===== src/rtl/ac_outbuf_packer_pkg.sv =====
// ac_outbuf_packer_pkg: shared constants and width helpers for the output buffer packer.
// Holds the statistics counter width and the helpers used to derive counter and
// beat widths from the packer parameters.
package ac_outbuf_packer_pkg;

    localparam int STATS_W = 32;

    // $clog2 that never returns 0, so a counter with a range of 1 still has a bit
    function automatic int clog2_1(input int n);
        return (n > 1) ? $clog2(n) : 1;
    endfunction

    function automatic int ceil_div(input int a, input int b);
        return (a + b - 1) / b;
    endfunction

endpackage


===== src/rtl/ac_outbuf_packer_fifo.sv =====
// ac_outbuf_packer_fifo: synchronous show-ahead FIFO with a flop-based store.
// Ports:
//   clk, rst_n  clock, asynchronous active-low reset
//   clr         synchronous flush
//   i_push      write i_data (ignored when full)
//   i_pop       drop the head entry (ignored when empty)
//   o_data      head entry, valid whenever o_level != 0
//   o_level     current occupancy 0..DEPTH
module ac_outbuf_packer_fifo
    import ac_outbuf_packer_pkg::*;
#(
    parameter int W     = 8,
    parameter int DEPTH = 16
)(
    input  logic                         clk,
    input  logic                         rst_n,
    input  logic                         clr,
    input  logic                         i_push,
    input  logic [W-1:0]                 i_data,
    input  logic                         i_pop,
    output logic [W-1:0]                 o_data,
    output logic [$clog2(DEPTH+1)-1:0]   o_level
);

    localparam int AW    = clog2_1(DEPTH);
    localparam int LVL_W = $clog2(DEPTH + 1);
    localparam logic [LVL_W-1:0] FULL = LVL_W'(DEPTH);

    logic [W-1:0]     r_mem [DEPTH];
    logic [AW-1:0]    r_wr;
    logic [AW-1:0]    r_rd;
    logic [LVL_W-1:0] r_level;
    logic             w_push;
    logic             w_pop;

    assign w_push  = i_push & (r_level != FULL);
    assign w_pop   = i_pop & (r_level != '0);
    assign o_data  = r_mem[r_rd];
    assign o_level = r_level;

    // The store is reset so the head reads as zero out of reset
    always_ff @(posedge clk or negedge rst_n) begin
        if (!rst_n) begin
            for (int i = 0; i < DEPTH; i++) r_mem[i] <= '0;
            r_wr    <= '0;
            r_rd    <= '0;
            r_level <= '0;
        end else if (clr) begin
            r_wr    <= '0;
            r_rd    <= '0;
            r_level <= '0;
        end else begin
            if (w_push) r_mem[r_wr] <= i_data;
            r_wr    <= r_wr + AW'(w_push);
            r_rd    <= r_rd + AW'(w_pop);
            r_level <= r_level + LVL_W'(w_push) - LVL_W'(w_pop);
        end
    end

endmodule


===== src/rtl/ac_outbuf_packer.sv =====
// ac_outbuf_packer: packs UPSP write packets into AXI-Stream beats of N_PARALLEL packets.
// Ports:
//   clk, rst_n           clock, asynchronous active-low reset
//   clr                  synchronous soft clear (drops partial beat, flushes FIFO)
//   in_valid/in_data     input packet, pixel 0 in the LSBs; in_ready accepts it
//   m_t*                 AXI-Stream master: tdata/tkeep, tlast = row end, tuser = frame start
//   frame_done           one-cycle pulse after the last beat of a frame is queued
// Optional (macro AC_OUTBUF_PACKER_STATS_EN):
//   stall_cnt            saturating count of cycles with m_tvalid & ~m_tready
//   beat_cnt             wrapping count of popped beats
//   max_level            FIFO occupancy high-water mark
module ac_outbuf_packer
    import ac_outbuf_packer_pkg::*;
#(
    parameter int PIX_W      = 24,
    parameter int N_PIX_IN   = 1,
    parameter int N_PARALLEL = 4,
    parameter int IMG_W      = 4096,
    parameter int IMG_H      = 2160,
    parameter int FIFO_DEPTH = 16
)(
    input  logic                                      clk,
    input  logic                                      rst_n,
    input  logic                                      clr,
    input  logic                                      in_valid,
    input  logic [PIX_W*N_PIX_IN-1:0]                 in_data,
    output logic                                      in_ready,
    output logic                                      m_tvalid,
    input  logic                                      m_tready,
    output logic [PIX_W*N_PIX_IN*N_PARALLEL-1:0]      m_tdata,
    output logic [PIX_W*N_PIX_IN*N_PARALLEL/8-1:0]    m_tkeep,
    output logic                                      m_tlast,
    output logic                                      m_tuser,
    output logic                                      frame_done
`ifdef AC_OUTBUF_PACKER_STATS_EN
    ,
    output logic [STATS_W-1:0]                        stall_cnt,
    output logic [STATS_W-1:0]                        beat_cnt,
    output logic [$clog2(FIFO_DEPTH+1)-1:0]           max_level
`endif
);

    localparam int PKT_W         = PIX_W * N_PIX_IN;
    localparam int OUT_W         = PKT_W * N_PARALLEL;
    localparam int KEEP_W        = OUT_W / 8;
    localparam int PKT_PER_ROW   = IMG_W / N_PIX_IN;
    localparam int BEATS_PER_ROW = ceil_div(PKT_PER_ROW, N_PARALLEL);
    localparam int LAST_LANES    = PKT_PER_ROW - (BEATS_PER_ROW - 1) * N_PARALLEL;
    localparam int LANE_W        = clog2_1(N_PARALLEL);
    localparam int PKT_CW        = clog2_1(PKT_PER_ROW);
    localparam int ROW_W         = clog2_1(IMG_H);
    localparam int LVL_W         = $clog2(FIFO_DEPTH + 1);
    localparam int FW            = OUT_W + KEEP_W + 2;

    localparam logic [LANE_W-1:0] LANE_LAST = LANE_W'(N_PARALLEL - 1);
    localparam logic [PKT_CW-1:0] PKT_LAST  = PKT_CW'(PKT_PER_ROW - 1);
    localparam logic [ROW_W-1:0]  ROW_LAST  = ROW_W'(IMG_H - 1);
    localparam logic [LVL_W-1:0]  FULL      = LVL_W'(FIFO_DEPTH);
    localparam logic [KEEP_W-1:0] LAST_KEEP = {KEEP_W{1'b1}} >> (KEEP_W - LAST_LANES * PKT_W / 8);

    logic              r_live;
    logic [LANE_W-1:0] r_lane;
    logic [PKT_CW-1:0] r_pkt;
    logic [ROW_W-1:0]  r_row;
    logic              r_first;
    logic              r_frame_done;
    logic [OUT_W-1:0]  r_acc;

    logic              w_acc;
    logic              w_row_end;
    logic              w_beat_end;
    logic              w_push;
    logic              w_user;
    logic [OUT_W-1:0]  w_merged;
    logic [KEEP_W-1:0] w_keep;
    logic [LVL_W-1:0]  w_level;
    logic [FW-1:0]     w_fifo_out;

    // r_live keeps in_ready low until the first clock after reset release
    assign in_ready   = r_live & (w_level != FULL) & ~clr;
    assign m_tvalid   = w_level != '0;
    assign w_acc      = in_valid & in_ready;
    assign w_row_end  = r_pkt == PKT_LAST;
    assign w_beat_end = w_row_end | (r_lane == LANE_LAST);
    assign w_push     = w_acc & w_beat_end;
    // Lanes above r_lane are still zero, so OR-ing the shifted packet is a merge
    assign w_merged   = r_acc | (OUT_W'(in_data) << (r_lane * PKT_W));
    assign w_keep     = w_row_end ? LAST_KEEP : '1;
    assign w_user     = (r_row == '0) & r_first;
    assign frame_done = r_frame_done;

    always_ff @(posedge clk or negedge rst_n) begin
        if (!rst_n) begin
            r_live       <= 1'b0;
            r_lane       <= '0;
            r_pkt        <= '0;
            r_row        <= '0;
            r_first      <= 1'b1;
            r_frame_done <= 1'b0;
            r_acc        <= '0;
        end else begin
            r_live       <= 1'b1;
            r_frame_done <= w_push & w_row_end & (r_row == ROW_LAST);
            if (clr) begin
                r_lane  <= '0;
                r_pkt   <= '0;
                r_row   <= '0;
                r_first <= 1'b1;
                r_acc   <= '0;
            end else if (w_acc) begin
                r_lane <= w_beat_end ? '0 : r_lane + 1'b1;
                r_acc  <= w_beat_end ? '0 : w_merged;
                if (w_row_end) begin
                    r_pkt   <= '0;
                    r_first <= 1'b1;
                    r_row   <= (r_row == ROW_LAST) ? '0 : r_row + 1'b1;
                end else begin
                    r_pkt <= r_pkt + 1'b1;
                    if (w_beat_end) r_first <= 1'b0;
                end
            end
        end
    end

    ac_outbuf_packer_fifo #(
        .W     (FW),
        .DEPTH (FIFO_DEPTH)
    ) u_fifo (
        .clk     (clk),
        .rst_n   (rst_n),
        .clr     (clr),
        .i_push  (w_push),
        .i_data  ({w_merged, w_keep, w_row_end, w_user}),
        .i_pop   (m_tvalid & m_tready),
        .o_data  (w_fifo_out),
        .o_level (w_level)
    );

    assign {m_tdata, m_tkeep, m_tlast, m_tuser} = w_fifo_out;

`ifdef AC_OUTBUF_PACKER_STATS_EN
    logic [STATS_W-1:0] r_stall;
    logic [STATS_W-1:0] r_beats;
    logic [LVL_W-1:0]   r_max;

    always_ff @(posedge clk or negedge rst_n) begin
        if (!rst_n) begin
            r_stall <= '0;
            r_beats <= '0;
            r_max   <= '0;
        end else if (clr) begin
            r_stall <= '0;
            r_beats <= '0;
            r_max   <= '0;
        end else begin
            if (m_tvalid & ~m_tready & ~(&r_stall)) r_stall <= r_stall + 1'b1;
            if (m_tvalid & m_tready) r_beats <= r_beats + 1'b1;
            if (w_level > r_max) r_max <= w_level;
        end
    end

    assign stall_cnt = r_stall;
    assign beat_cnt  = r_beats;
    assign max_level = r_max;
`endif

endmodule


===== config.mk =====
export PLATFORM = sky130hd
export DESIGN_NAME = ac_outbuf_packer
export DESIGN_NICKNAME = d
export VERILOG_FILES = /design/src/rtl/ac_outbuf_packer_pkg.sv /design/src/rtl/ac_outbuf_packer_fifo.sv /design/src/rtl/ac_outbuf_packer.sv
export SDC_FILE = /design/constraint.sdc
export NUM_CORES = 2
export LEC_CHECK = 0
export BUFFER_PORTS_ARGS = -buffer_cell sky130_fd_sc_hd__buf_2
export CORE_UTILIZATION = 30
export DETAILED_ROUTE_END_ITERATION = 8
export PLACE_DENSITY = 0.43
export SYNTH_ARGS = -nofsm -noshare
export SYNTH_HDL_FRONTEND = slang
export SYNTH_SLANG_ARGS = --single-unit
export TNS_END_PERCENT = 50

===== constraint.sdc =====
create_clock -name clk -period 7 [get_ports clk]
set_clock_uncertainty 0.05 [all_clocks]
set_input_delay 1.4 -clock clk [delete_from_list [all_inputs] [get_ports clk]]
set_output_delay 1.4 -clock clk [all_outputs]
set_load 0.05 [all_outputs]

==> results.toml <==
[outcome]
outcome = "finished clean"

[power_and_ir_drop]
p_int_mw = 17.0
p_switching_mw = 6.30
ir_drop_mv = 0.264
swShare_pct = 27.1
p_total_mw = 23.3
powerDensity_mw_per_mm2 = 274
p_seq_share_pct = 43.6
clockPowerShare_pct = 43.9
p_leak_nw = 35.7
comb_power_share_pct = 12.5

[die]
die_y_um = 502
row_count = 183
start_util_pct = 30.2
ios = 142
design.core.area_mm2 = 0.249
die-area_mm2 = 0.252
die_x_um = 502

[hold_path]
worst_hold_path.endpoint = "u_fifo.r_mem[13]"
hold_path.class = "flop to flop"
hold_depth = 1
hold_path_startpoint = "u_fifo.r_mem[13]"

[critical_path]
ff2ff_setup_slack_ps = 2320
critPathRequiredTime_ps = 5550
rr_worst_depth = 8
r2r-start = "r_lane[0]"
critPathMaxFanout = 62
setup.worst_path.class = "flop to output pin"
cp-start-kind = "flop"
crit_chain = "buf_12 -> mux4_2 -> mux4_2 -> buf_2"
crit_top_cell = "mux4_2"
cp_data_arrival_time_ps = 3870
crit_slowest_cell = "dfrtp_4"
r2r-end = "u_fifo.r_mem[961]"
max_stage_delay_ps = 940
cp-end-kind = "output pin"

[routing]
dr.pass1.iters = 5
drc = 0
routed-via-count = 49200
dr.first_iter.drc_count = 3165
finalWirelength_um = 230000
final_antenna_net_count = 0
routed_via_density = 4.95
wire_per_inst_um = 23.2

[layout]
nets = 6502
layout_commonest_cell = "dfrtp_1"
area_growth_pct = 13.2
fill_cells = 25000
final_cell_mix = "dfrtp_1 (1717), nand2_1 (1627), o21ai_0 (964)"
drive_gt1_share_pct = 18.6

[yosys]
syn_area_mm2 = 0.0750
synth_ff_type = "dfrtp_1"
avgSynthCellArea_um2 = 11.4
synth_nets = 6606
synth_cells = 6561
synthDistinctLibCells = 55
synth-edff-count = 0
ys_ff_latch = 1722
ys_async_sr_fraction_pct = 100
yosys_warnings = 0
synth_seq_area_share_pct = 57.4

[timing]
worst_pin_slew_ps = 1280
min_period_ps = 5320
relSlewSlack_pct = 14.4
max_freq_ghz = 0.188
fin_tns_setup_ps = 0
hold_violations = 0
drv_slew = 0
min_period_over_period_pct = 76.0
setup_viol = 0
grt_setup_unrepaired = "false"

[grt]
antenna_found_initial = 24
grtUsageTotal_pct = 18.6
grt_pass1_wl_um = 348000
grt_max_degree = 151
gr-total-overflow = 0
grt_pass1_vias = 50400

[cts]
root_buffer = "clkbuf_16"
holdBufCountCts = 0
path_clk_slew_ps = 60
clock_path_buffers = 3
insertion_delay_ps = 850
cts_buffers = 197
postCtsSetupBuffers = 0
cts_sinks = 1722
cts_resized = 0
cts_tree = "yes"
h-tree-depth = 4

[placement]
hpwl_um = 129000
routabilityCongestion = 0.779
portBuffers = 141

[job]
cap_violations = 0
## state kept, by name (all words and copies together), names as in the netlist
signal	count
u_fifo.o_level	5
r_lane	2
r_first	1
frame_done	1
u_fifo.r_wr	4
u_fifo.r_mem	1584
r_row	12
r_live	1
r_acc	96
r_pkt	12
u_fifo.r_rd	4
## cells in the mapped netlist, types with 5 or more instances
| cell type | count | area share, % |
|---|---|---|
| xor2_1 | 6 | 0.070 |
| a221oi_1 | 7 | 0.082 |
| a221oi_2 | 9 | 0.18 |
| a21oi_1 | 146 | 0.97 |
| o21ai_0 | 964 | 6.4 |
| a31o_2 | 7 | 0.082 |
| nor3_1 | 7 | 0.047 |
| nor2b_1 | 24 | 0.20 |
| or4_1 | 10 | 0.10 |
| xnor2_1 | 12 | 0.14 |
| mux4_2 | 495 | 15 |
| dfrtp_1 | 1721 | 57 |
| o21ai_1 | 613 | 4.1 |
| a22o_1 | 16 | 0.19 |
| buf_4 | 14 | 0.14 |
| and3_1 | 5 | 0.042 |
| buf_2 | 168 | 1.1 |
| nand3_1 | 23 | 0.15 |
| nand2_2 | 7 | 0.058 |
| inv_1 | 13 | 0.065 |
| clkbuf_1 | 295 | 1.5 |
| buf_6 | 98 | 1.5 |
| nand2b_1 | 20 | 0.17 |
| o31ai_1 | 6 | 0.060 |
| nand4_1 | 8 | 0.067 |
| ha_1 | 15 | 0.25 |
| nand2_1 | 1628 | 8.1 |
| mux2i_1 | 8 | 0.11 |
| nor2_1 | 76 | 0.38 |
| o21ai_2 | 40 | 0.47 |
| buf_1 | 43 | 0.22 |
| mux2_2 | 16 | 0.24 |
## metrics by stage
step,worst slack [ps],cells,util [%],hold WS (ps),cell area (um2)
3_5_place_dp,2470,9588,31.6,397,78600
5_1_grt,1450,9936,34.2,430,84900
4_1_cts,1520,9926,34.1,414,84900
3_3_place_gp,2460,9588,31.6,395,78600
6_report,1680,9940,34.2,410,85000
2_1_floorplan,2940,6561,-,379,75000
## metal layers
layer | up-vias | track usage [%] | wire length, um
li1 | 22900 | - | -
met1 | 25200 | 25.7 | 107000
met2 | 870 | 30.4 | 111000
met3 | 271 | 2.91 | 8810
met4 | 0 | 4.23 | 4280
met5 | - | 0 | 0
## worst max-delay path, delay by kind of cell, from the launching register on
kind,cells,cell delay [ps]
buf+inv,2,710
mux,2,1160
flops,1,940
## how the worst max path moves through the flow
stage	start	to	cells after the start
2_1_floorplan	u_fifo.r_rd[0]	m_tkeep[10]	6
3_3_place_gp	u_fifo.r_rd[0]	m_tdata[57]	4
3_5_place_dp	u_fifo.r_rd[0]	m_tdata[57]	4
4_1_cts	u_fifo.r_rd[0]	m_tdata[57]	4
5_1_grt	u_fifo.r_rd[0]	m_tdata[57]	4
6_report	u_fifo.r_rd[0]	m_tdata[59]	4
## layout make-up
class	count	area, um2	share of cell area, %
timing repair buffer	315	2540	2.99
antenna	14	35.0	0.0412
clock inverter	43	552	0.650
sequential	1722	43100	50.7
multi-input combinational	4206	28700	33.8
clock buffer	295	5790	6.82
tap	3330	4170	4.90
inverter	15	56.3	0.0663
## cells by family (layout without fill, tap and decap cells)
kind of cell,count (synthesis),after routing,share of synthesized area (%)
simple gates,1836,1836,9.70
flops,1722,1722,57.4
xor+xnor,18,18,0.210
mux,519,519,15.2
buf+inv,633,668,4.50
fa+ha+maj,16,16,0.277
compound gates,1816,1816,12.7
other cells,1,15,0.00500
## power by group through the flow
stage / Combinational, mW / Clock, mW / Sequential (mW)
after detailed placement: 3.00 / 0 / 10.3
after floorplan: 1.97 / 0 / 10.2
after global routing: 3.16 / 11.0 / 10.1
final: 2.91 / 10.2 / 10.1
after CTS: 3.00 / 10.6 / 10.1
after global placement: 2.99 / 0 / 10.3
No activity file was read; power rests on OpenSTA's default activity.
